File: src/rtl/sample_pacer.sv
// Sample pacer: re-times ADC samples onto a fixed sample tick and
// flags samples that are lost (overrun) or missing (underrun).
module sample_pacer #(
    parameter int CLK_REF    = 50_000_000,
    parameter int SAMPL_T    = 1_000_000,
    parameter int FRQ_SIGNAL = 25_000,
    parameter int T          = CLK_REF / SAMPL_T,
    parameter int N          = SAMPL_T / FRQ_SIGNAL,
    localparam int IW        = $clog2(N)
) (
    input  logic          clk,
    input  logic          reset,
    input  logic          run,
    input  logic [15:0]   adc_data,
    input  logic          adc_valid,
    input  logic          clr_err,
    output logic          start,
    output logic [31:0]   o_signal,
    output logic          clk_en,
    output logic [IW-1:0] sample_idx,
    output logic          frame_start,
    output logic          overrun,
    output logic          underrun
);

    localparam int TW = $clog2(T);

    typedef enum logic [1:0] {
        IDLE,
        ARM,
        RUN
    } state_t;

    state_t state;
    state_t state_nx;

    logic [TW-1:0] tick_cnt;
    logic [15:0]   hold;
    logic          hold_full;
    logic          first;

    logic load;
    logic wr;
    logic to_idle;
    logic run_stay;
    logic ovr_set;
    logic und_set;

    always_ff @(posedge clk or posedge reset) begin
        if (reset) begin
            state <= IDLE;
        end else begin
            state <= state_nx;
        end
    end

    always_comb begin
        state_nx = state;
        unique case (state)
            IDLE: begin
                if (run) state_nx = ARM;
            end
            ARM: begin
                if (!run)          state_nx = IDLE;
                else if (adc_valid) state_nx = RUN;
            end
            RUN: begin
                if (!run) state_nx = IDLE;
            end
            default: state_nx = IDLE;
        endcase
    end

    // Load edge: tick_cnt steps T-2 -> T-1, so start is purely registered.
    assign run_stay = (state == RUN) && run;
    assign load     = run_stay && (tick_cnt == TW'(T - 2));
    assign wr       = adc_valid && run && (state != IDLE);
    assign to_idle  = (state != IDLE) && (state_nx == IDLE);
    assign ovr_set  = wr && hold_full && !load;
    assign und_set  = load && !hold_full;

    always_ff @(posedge clk or posedge reset) begin
        if (reset) begin
            start       <= 1'b0;
            frame_start <= 1'b0;
            clk_en      <= 1'b0;
            o_signal    <= '0;
            sample_idx  <= '0;
            tick_cnt    <= '0;
            hold        <= '0;
            hold_full   <= 1'b0;
            first       <= 1'b0;
            overrun     <= 1'b0;
            underrun    <= 1'b0;
        end else begin
            start       <= load;
            frame_start <= load &&
                           (first || sample_idx == IW'(N - 1));
            clk_en      <= (state_nx != IDLE);
            overrun     <= ovr_set || (overrun && !clr_err);
            underrun    <= und_set || (underrun && !clr_err);
            if (to_idle) begin
                hold_full  <= 1'b0;
                tick_cnt   <= '0;
                sample_idx <= '0;
                o_signal   <= '0;
                first      <= 1'b0;
            end else begin
                if (run_stay) begin
                    if (tick_cnt == TW'(T - 1)) tick_cnt <= '0;
                    else                        tick_cnt <= tick_cnt + 1'b1;
                end else begin
                    tick_cnt <= '0;
                end
                if (state == ARM) first <= 1'b1;
                if (load) begin
                    first <= 1'b0;
                    if (hold_full) o_signal <= {{16{hold[15]}}, hold};
                    if (first || sample_idx == IW'(N - 1))
                        sample_idx <= '0;
                    else
                        sample_idx <= sample_idx + 1'b1;
                end
                // A write on the consume edge refills hold, so it stays full.
                if (wr)        hold_full <= 1'b1;
                else if (load) hold_full <= 1'b0;
                if (wr) hold <= adc_data;
            end
        end
    end

endmodule

File: config.mk
export PLATFORM = sky130hd
export DESIGN_NAME = sample_pacer
export DESIGN_NICKNAME = d
export VERILOG_FILES = /design/src/rtl/sample_pacer.sv
export SDC_FILE = /design/constraint.sdc
export NUM_CORES = 1
export LEC_CHECK = 0
export ABC_AREA = 0
export CAP_MARGIN = 20
export CORE_MARGIN = 2
export CORE_UTILIZATION = 39
export CTS_CLUSTER_SIZE = 8
export DETAILED_ROUTE_END_ITERATION = 6
export PLACE_DENSITY = 0.67
export SLEW_MARGIN = 25
export SYNTH_ARGS = -nofsm -noshare
export SYNTH_HDL_FRONTEND = slang
export SYNTH_SLANG_ARGS = --single-unit
File: constraint.sdc
create_clock -name clk -period 3 [get_ports clk]
set_input_delay 0.6 -clock clk [delete_from_list [all_inputs] [get_ports clk]]
set_output_delay 0.6 -clock clk [all_outputs]
set_load 0.05 [all_outputs]
After elaboration in Yosys (flattened, before gate mapping)
Cells that the tools add are included.

Add/subtract/negate cells: 2. Equality and inequality tests: 5. Multiplexer cells: 20. Bitwise operators: 1. Reduce and logical (&&, ||, !) cells: 27.

Operator list (count): $mux 32 (3); $mux 6 (6); $eq 6x6->1 const B (3); $add 6x1->6 const B (2); $logic_and 1x1->1 (11); $mux 2 (4); $reduce_bool 2->1 (4); $mux 1 (6); $pmux 2 s3 (1); $reduce_bool 3->1 (2); $logic_not 2->1 (2); $reduce_and 2->1 (2); $logic_not 1->1 (3); $logic_or 1x1->1 (3); $eq 2x1->1 const B (1); $eq 2x2->1 const B (1); $not 1->1 (1).

Register bits: 69. Bits of input ports: 21. Output and inout bits: 43.

Longest topological paths before layout
Gate-level depths: netlist of run 1.

Depth in word-level cells: 7. Gate-level depth with buffers: 8. Gate-level depth less buffers: 6.

Worst setup path after synthesis of run 1
OpenSTA, ideal clock, no wires.

Path kind: register -> register. Start point: register sample_idx[0]. End point: register sample_idx[5]. Setup time: 76 ps. Data arrival time: 1750 ps. Required time: 2924 ps. Path slack: 1174 ps. Cell stages (with the launch flop): 5. Buffers on the path: 0. Clock period less this slack: 1826 ps. Cell sequence: dfrtp_1 ha_1 a41o_1 or4_1 o21ai_1.

Longest elaborated chain between the ends: 5. Elaborated cells on any way between the ends: 6. Classes of those cells: add/sub (1); eq/ne (1); mux (3); reduce/logical (1).

Ends and longest elaborated chain: from (decl) (RTL line 20) `output logic [IW-1:0] sample_idx,`; from (signal assigned) (RTL line 122) `sample_idx <= sample_idx + 1'b1;`; parallel branches: the longest is 2 deep, another holds $add 6x1->6; $mux 6 (*) (RTL line 119) `if (first || sample_idx == IW'(N - 1))`; $mux 6 (*) (RTL line 116) `if (load) begin`; $mux 6 (*) (RTL line 102) `if (to_idle) begin`.

Every way passes the cells marked *. The select of a mux whose other input is x is not followed. A chain may end at the register's enable or synchronous reset.

==> metrics.md, run 1 <==
| Metric | Value |
|---|---|
| Status | `complete, no violations` |
| CTS Hold Bufs | `0` |
| Actual slew at the worst max-slew pin | `0.6465 ns` |
| Layout Nets | `257` |
| GRT overflow | `0` |
| Lkg Pwr | `0.001317 uW` |
| Io pins | `64` |
| Max rail drop VDD | `0.2614 mV` |
| CTS resizes | `0` |
| Async set-or-reset flop fraction in the synthesized netlist | `100.0%` |
| Net Sw Frac | `26.32%` |
| CTS H-tree lvls | `2` |
| Detailed-route vias per instance | `4.964` |
| CTS clock-pin slew for the worst setup and hold paths | `0.09 ns` |
| Buf+Inv Stages, Crit Path | `1` |
| DIE AREA | `0.006709 sq mm` |
| Row cnt | `28` |
| CP arrival | `1.81 ns` |
| Placed insts | `300` |
| Cell chain of the critical path | `clkdlybuf4s50_1` |
| Starting Density | `40.22%` |
| Average cell area after synthesis | `13.15 sq um` |
| Slowest CP cell | `clkdlybuf4s50_1` |
| Final cell count without fillers | `308` |
| Cell taking the most area after synthesis | `dfrtp_1` |
| GRT Resource Usage Total | `13.34%` |
| Bufs on Longest Clock Path | `2` |
| Hold/Removal Path Class | `register to register` |
| Via Count | `1529` |
| # fillers | `511` |
| Chip height | `81.91 um` |
| Seq pwr share | `56.5%` |
| Post-synth top area share | `56.03%` |
| Critical Path Max Stage Delay | `0.89 ns` |
| Max Transition Viols Final | `0` |
| RD Place Congestion | `0.7811` |
| Setup bufs post-CTS | `0` |
| Ant diodes | `0` |
| EDFF count, synth | `0` |
| Top_reg_cell synth | `dfrtp_1` |
| Tcrit/Tclk final | `80.24%` |
| Crit path max fanout | `18` |
| Total wire length | `4308 um` |
| Total internal power | `1116 uW` |
| CTS tree | `built` |
| Clock Power Share | `27.4%` |
| Fraction of final layout cells sized beyond drive strength 1 | `13.30%` |
| Num CTS Buffers | `5` |
| Cell with the most instances after synthesis | `dfrtp_1` |
| Final hold vios | `0` |
| RSZ-0062 raised after global routing | `false` |
| Iteration-0 DRC Markers | `88` |
| CTS sink cnt | `53` |
| Flops & latches, synth | `53` |
| Post-synth top cells | `dfrtp_1, a22o_1, buf_4` |
| Initial antenna violation count | `0` |
| Die width | `81.91 um` |
| Root Driver | `clkbuf_8` |
| Wirelength per Cell | `13.99 um` |
| Slew HR | `56.84%` |
| Clock Skew | `0.009959 ns` |
| Endpoints failing setup | `0` |
| Most area-consuming cells after synthesis | `dfrtp_1, a22o_1, mux2_4, buf_4, mux2_1` |
| Post-synth cell types | `39` |
| DRT Pass-1 Iters | `4` |
| I/O Buffers | `63` |
| Fmax | `415.4 MHz` |
| Worst hold margin | `0.4945 ns` |
| Core area | `0.005886 sq mm` |
| Routed Antenna Nets | `0` |
| WP data required | `2.40 ns` |
| CP Capture Type | `primary output` |
| Syn_nets | `205` |
| Worst Setup Start Kind | `register` |
| Residual DRC | `0` |
| Largest net degree at the start of global routing | `34` |
| Sw power | `398.5 uW` |
| Total of max-cap violations | `0` |
| Power Density | `499.6 mW/mm^2` |
| Comb power frac | `16.1%` |
| Cells after Synth | `180` |
| Clk_lat worst skew | `0.31 ns` |
| YS warnings | `0` |
| Vias in the first global route | `1414` |
| First-pass GRT wire length | `6741 um` |
| Detail Placement HPWL | `3052 um` |
| Sequential share of the synthesized area | `56.03%` |
| Top cell family by delay on the critical path | `buffers and inverters` |
| Area Growth Syn to Fin | `28.01%` |
| Sum Neg Setup Slack | `0 ns` |
| Crit Path Class | `register to primary output` |
| Synthesized cell area | `0.002367 sq mm` |
| Tmin final | `2.407 ns` |
-- registers in the layout, summed over array words and instances (netlist names) --
register / flops
hold: 16
o_signal: 16
sample_idx: 6
tick_cnt: 6
state: 2
clk_en: 1
first: 1
frame_start: 1
hold_full: 1
overrun: 1
start: 1
underrun: 1
-- layout by cell type, fill, tap and decap left out, types with 5 or more instances in the layout --
| cell | n |
|---|---|
| nand2_1 | 5 |
| nand3_1 | 5 |
| dfrtp_1 | 53 |
| nor2_1 | 12 |
| clkbuf_8 | 6 |
| o21ai_1 | 5 |
| clkdlybuf4s50_1 | 63 |
| a22o_1 | 17 |
| mux2_1 | 7 |
| inv_1 | 6 |
| mux2_4 | 9 |
-- final timing paths --
path	startpoint	endpoint	slack, ns	cells after the start
hold / removal	hold[12]	hold[12]	0.49	1
min in group asynchronous	reset	hold[3]	0.70	2
max in group asynchronous	reset	state[0]	1.69	3
setup reg to reg	state[1]	hold[2]	1.30	4
hold reg to reg	hold[12]	hold[12]	0.49	1
setup / recovery	o_signal[30]	o_signal[21]	0.59	1
-- routing by layer --
metal,part of all wire [%],GRT usage (%),up-vias
met5,0,0,-
met3,5.2,3.846,2
met1,47,18.82,748
li1,-,-,732
met4,0.81,4.500,0
met2,47,19.67,47
-- power by group through the flow --
stage / logic (uW) / registers [uW] / clock network (uW)
6_report: 244 / 856 / 414
5_1_grt: 265 / 869 / 457
4_1_cts: 247 / 857 / 425
3_5_place_dp: 246 / 871 / 0
3_3_place_gp: 244 / 867 / 0
2_1_floorplan: 150 / 884 / 0
-- worst register-to-register path, cell delays in order (launching register included) --
cell and delay, ns:
dfrtp_1 0.50, nor2b_1 0.27, o211a_1 0.18, buf_4 0.29
mux2_1 0.36
-- final cells by class --
type                            count  area (sq um)  share of cell area [%]
Sequential cell                    53          1326                   43.77
Multi-Input combinational cell     97         827.0                   27.29
Timing Repair Buffer               66         653.1                   21.55
Tap cell                           75         93.84                   3.097
Clock buffer                        6         82.58                   2.725
Inverter                            9         33.78                   1.115
Clock inverter                      2         13.76                  0.4542
-- stage by stage --
stage / power [uW] / util (%) / instance area [sq um] / setup WS [ns]
after global placement: 1110 / 49.85 / 2934 / 0.5587
after global routing: 1591 / 51.49 / 3030 / 0.4474
final: 1514 / 51.49 / 3030 / 0.5928
after detailed placement: 1117 / 49.85 / 2934 / 0.5455
after floorplan: 1034 / - / 2367 / 1.114
after CTS: 1529 / 51.49 / 3030 / 0.5517
-- cells by family (layout without fill, tap and decap cells) --
family	Yosys count	count (layout)	synth area share (%)
muxes	17	17	9.514
xor gates and xnor gates	4	4	1.480
adders and majority gates	5	5	2.590
and+or+nand+nor	32	32	7.665
AOI/OAI and AO/OA	39	39	13.69
DFF	53	53	56.03
buffers and inverters	30	83	9.038
(Power assumes the default switching activity.)
==> run 2: changes to the inputs <==
PLACE_DENSITY = 0.69   (was 0.67)
clock period = 2.2 ns   (was 3 ns; I/O delays follow)
==> run 2 against run 1 <==
Register-to-register slack worse by 0.80 ns. Sequential share of layout area down 0.66 points. Largest power group unchanged. Critical path depth unchanged.
==> metrics.md, run 2 (synthesis results as in run 1) <==
| Metric | Value |
|---|---|
| Status | `complete, no violations` |
| CTS resizes | `0 (unchanged)` |
| RSZ-0062 raised after global routing | `false` |
| Met2 Use GR | `22.76% (+3.1 points)` |
| Layout Nets | `260 (+1.2%)` |
| Endpoints failing setup | `0 (unchanged)` |
| CP arrival | `1.67 ns (-0.14 ns)` |
| Starting Density | `40.22% (unchanged)` |
| DRT Pass-1 Iters | `4 (unchanged)` |
| Detail Placement HPWL | `3209 um (+5.1%)` |
| First-pass GRT wire length | `7389 um (+9.6%)` |
| Clock Skew | `0.009724 ns (-0.0002354 ns)` |
| CTS H-tree lvls | `2 (unchanged)` |
| Total wire length | `4604 um (+6.9%)` |
| Root Driver | `clkbuf_8` |
| Wirelength per Cell | `14.80 um (+5.8%)` |
| Biggest regs | `hold (16), o_signal (16)` |
| I/O Buffers | `63 (unchanged)` |
| Crit Path Class | `register to primary output` |
| Max rail drop VDD | `0.3123 mV (+19%)` |
| Core area | `0.005886 sq mm (unchanged)` |
| CTS clock-pin slew for the worst setup and hold paths | `0.10 ns (about the same)` |
| CTS sink cnt | `53 (unchanged)` |
| Setup ws final | `0.09259 ns (-0.5002 ns)` |
| Area Growth Syn to Fin | `29.97%` |
| CP Capture Type | `primary output` |
| Met3 usage | `3.626% (-0.22 points)` |
| Chip height | `81.91 um (unchanged)` |
| GRT overflow | `0 (unchanged)` |
| Total of max-cap violations | `0 (unchanged)` |
| Tcrit/Tclk final | `95.79%` |
| Sum Neg Setup Slack | `0 ns (unchanged)` |
| Hold/Removal Path Class | `input port to async pin` |
| CTS Hold Bufs | `0 (unchanged)` |
| Fmax | `474.5 MHz` |
| Busiest grt layer | `met2` |
| GRT Resource Usage Total | `14.44% (+1.1 points)` |
| Cell chain of the critical path | `clkdlybuf4s50_1` |
| Crit path max fanout | `9 (-9)` |
| Most frequent cells in the layout | `dfrtp_1, clkdlybuf4s50_1, buf_4, a22o_1, nor2_1` |
| Buf+Inv Stages, Crit Path | `1 (unchanged)` |
| Final hold vios | `0 (unchanged)` |
| Lkg Pwr | `0.001393 uW (+5.7%)` |
| RD Place Congestion | `0.8157 (+4.4%)` |
| Setup WS pre-CTS | `0.1779 ns (-0.3676 ns)` |
| Residual DRC | `0 (unchanged)` |
| Io pins | `64 (unchanged)` |
| Iteration-0 DRC Markers | `67 (-24%)` |
| WP data required | `1.76 ns (-0.64 ns)` |
| CTS tree | `built` |
| Worst Setup Start Kind | `register` |
| DIE AREA | `0.006709 sq mm (unchanged)` |
| Bufs on Longest Clock Path | `2 (unchanged)` |
| Max Transition Viols Final | `0 (unchanged)` |
| Ant diodes | `0 (unchanged)` |
| Power Density | `748.0 mW/mm^2 (+50%)` |
| Vias in the first global route | `1470 (+4.0%)` |
| Routed Antenna Nets | `0 (unchanged)` |
| Row cnt | `28 (unchanged)` |
| Detailed-route vias per instance | `5.039 (+1.5%)` |
| Setup bufs post-CTS | `0 (unchanged)` |
| Met1 usage | `19.85% (+1.0 points)` |
| Most common cell after layout, fill and taps aside | `dfrtp_1` |
| Slew HR | `64.79% (+8.0 points)` |
| Actual slew at the worst max-slew pin | `0.5265 ns (-0.1200 ns)` |
| Critical Path Max Stage Delay | `0.86 ns (-0.03 ns)` |
| Num CTS Buffers | `5 (unchanged)` |
| Top cell family by delay on the critical path | `buffers and inverters` |
| Fraction of final layout cells sized beyond drive strength 1 | `21.61% (+8.3 points)` |
| Via Count | `1567 (+2.5%)` |
| Slowest CP cell | `clkdlybuf4s50_1` |
| Largest net degree at the start of global routing | `26 (-24%)` |
| Slack of the worst reg-to-reg path | `0.50 ns (-0.80 ns)` |
| Initial antenna violation count | `0 (unchanged)` |
| Clk_lat worst skew | `0.31 ns (about the same)` |
| Worst hold margin | `0.4762 ns (-0.01831 ns)` |
| Die width | `81.91 um (unchanged)` |
| Final core utilization | `52.27% (+0.79 points)` |
| Tmin final | `2.107 ns` |
run 2: path summary, 6_finish.rpt:
check                                   start       endpoint  depth (start not counted)
worst max-delay path            sample_idx[2]  sample_idx[2]                          1
worst min-delay path                    reset    tick_cnt[3]                          2
worst max register to register    tick_cnt[3]  sample_idx[4]                          5
worst min register to register       hold[14]       hold[14]                          1
max in group asynchronous               reset    o_signal[4]                          3
min in group clk                     hold[14]       hold[14]                          1
run 2: power by group:
group	leakage, uW	internal, uW	total, uW	switching (uW)
Combinational	0.000628	193	349	155
Clock	0.0000687	458	784	326
Sequential	0.000696	1080	1170	85.5
Total	0.00139	1730	2300	567
run 2: stage by stage:
stage	total power (uW)	area, sq um	cells
final	2301	3077	311
after global placement	1527	2939	303
after detailed placement	1539	2939	303
after CTS	2320	3077	311
after floorplan	1410	2367	180
after global routing	2408	3077	311
run 2: layer usage:
layer	share of wire (%)	wire, um	up-vias
met5	0	0	-
met3	5.3	245	2
met1	45	2061	776
met2	49	2267	53
met4	0.65	30	0
li1	-	-	736
run 2: area by class of cell:
cell class              count  area [sq um]
inverters                   9         33.78
clock inverters             3         68.82
flip-flops and latches     53          1326
clock buffers               5         68.82
well taps                  75         93.84
fillers                   523          2809
multi-input cells          97         827.0
repair buffers             69         658.1
==> run 3: changes to the inputs <==
ABC_CLOCK_PERIOD_IN_PS = 2200   (was unset)
HOLD_SLACK_MARGIN = 0.05   (was unset)
==> results of run 3 <==
The final DEF is identical to that of run 2; final timing and power are the same.
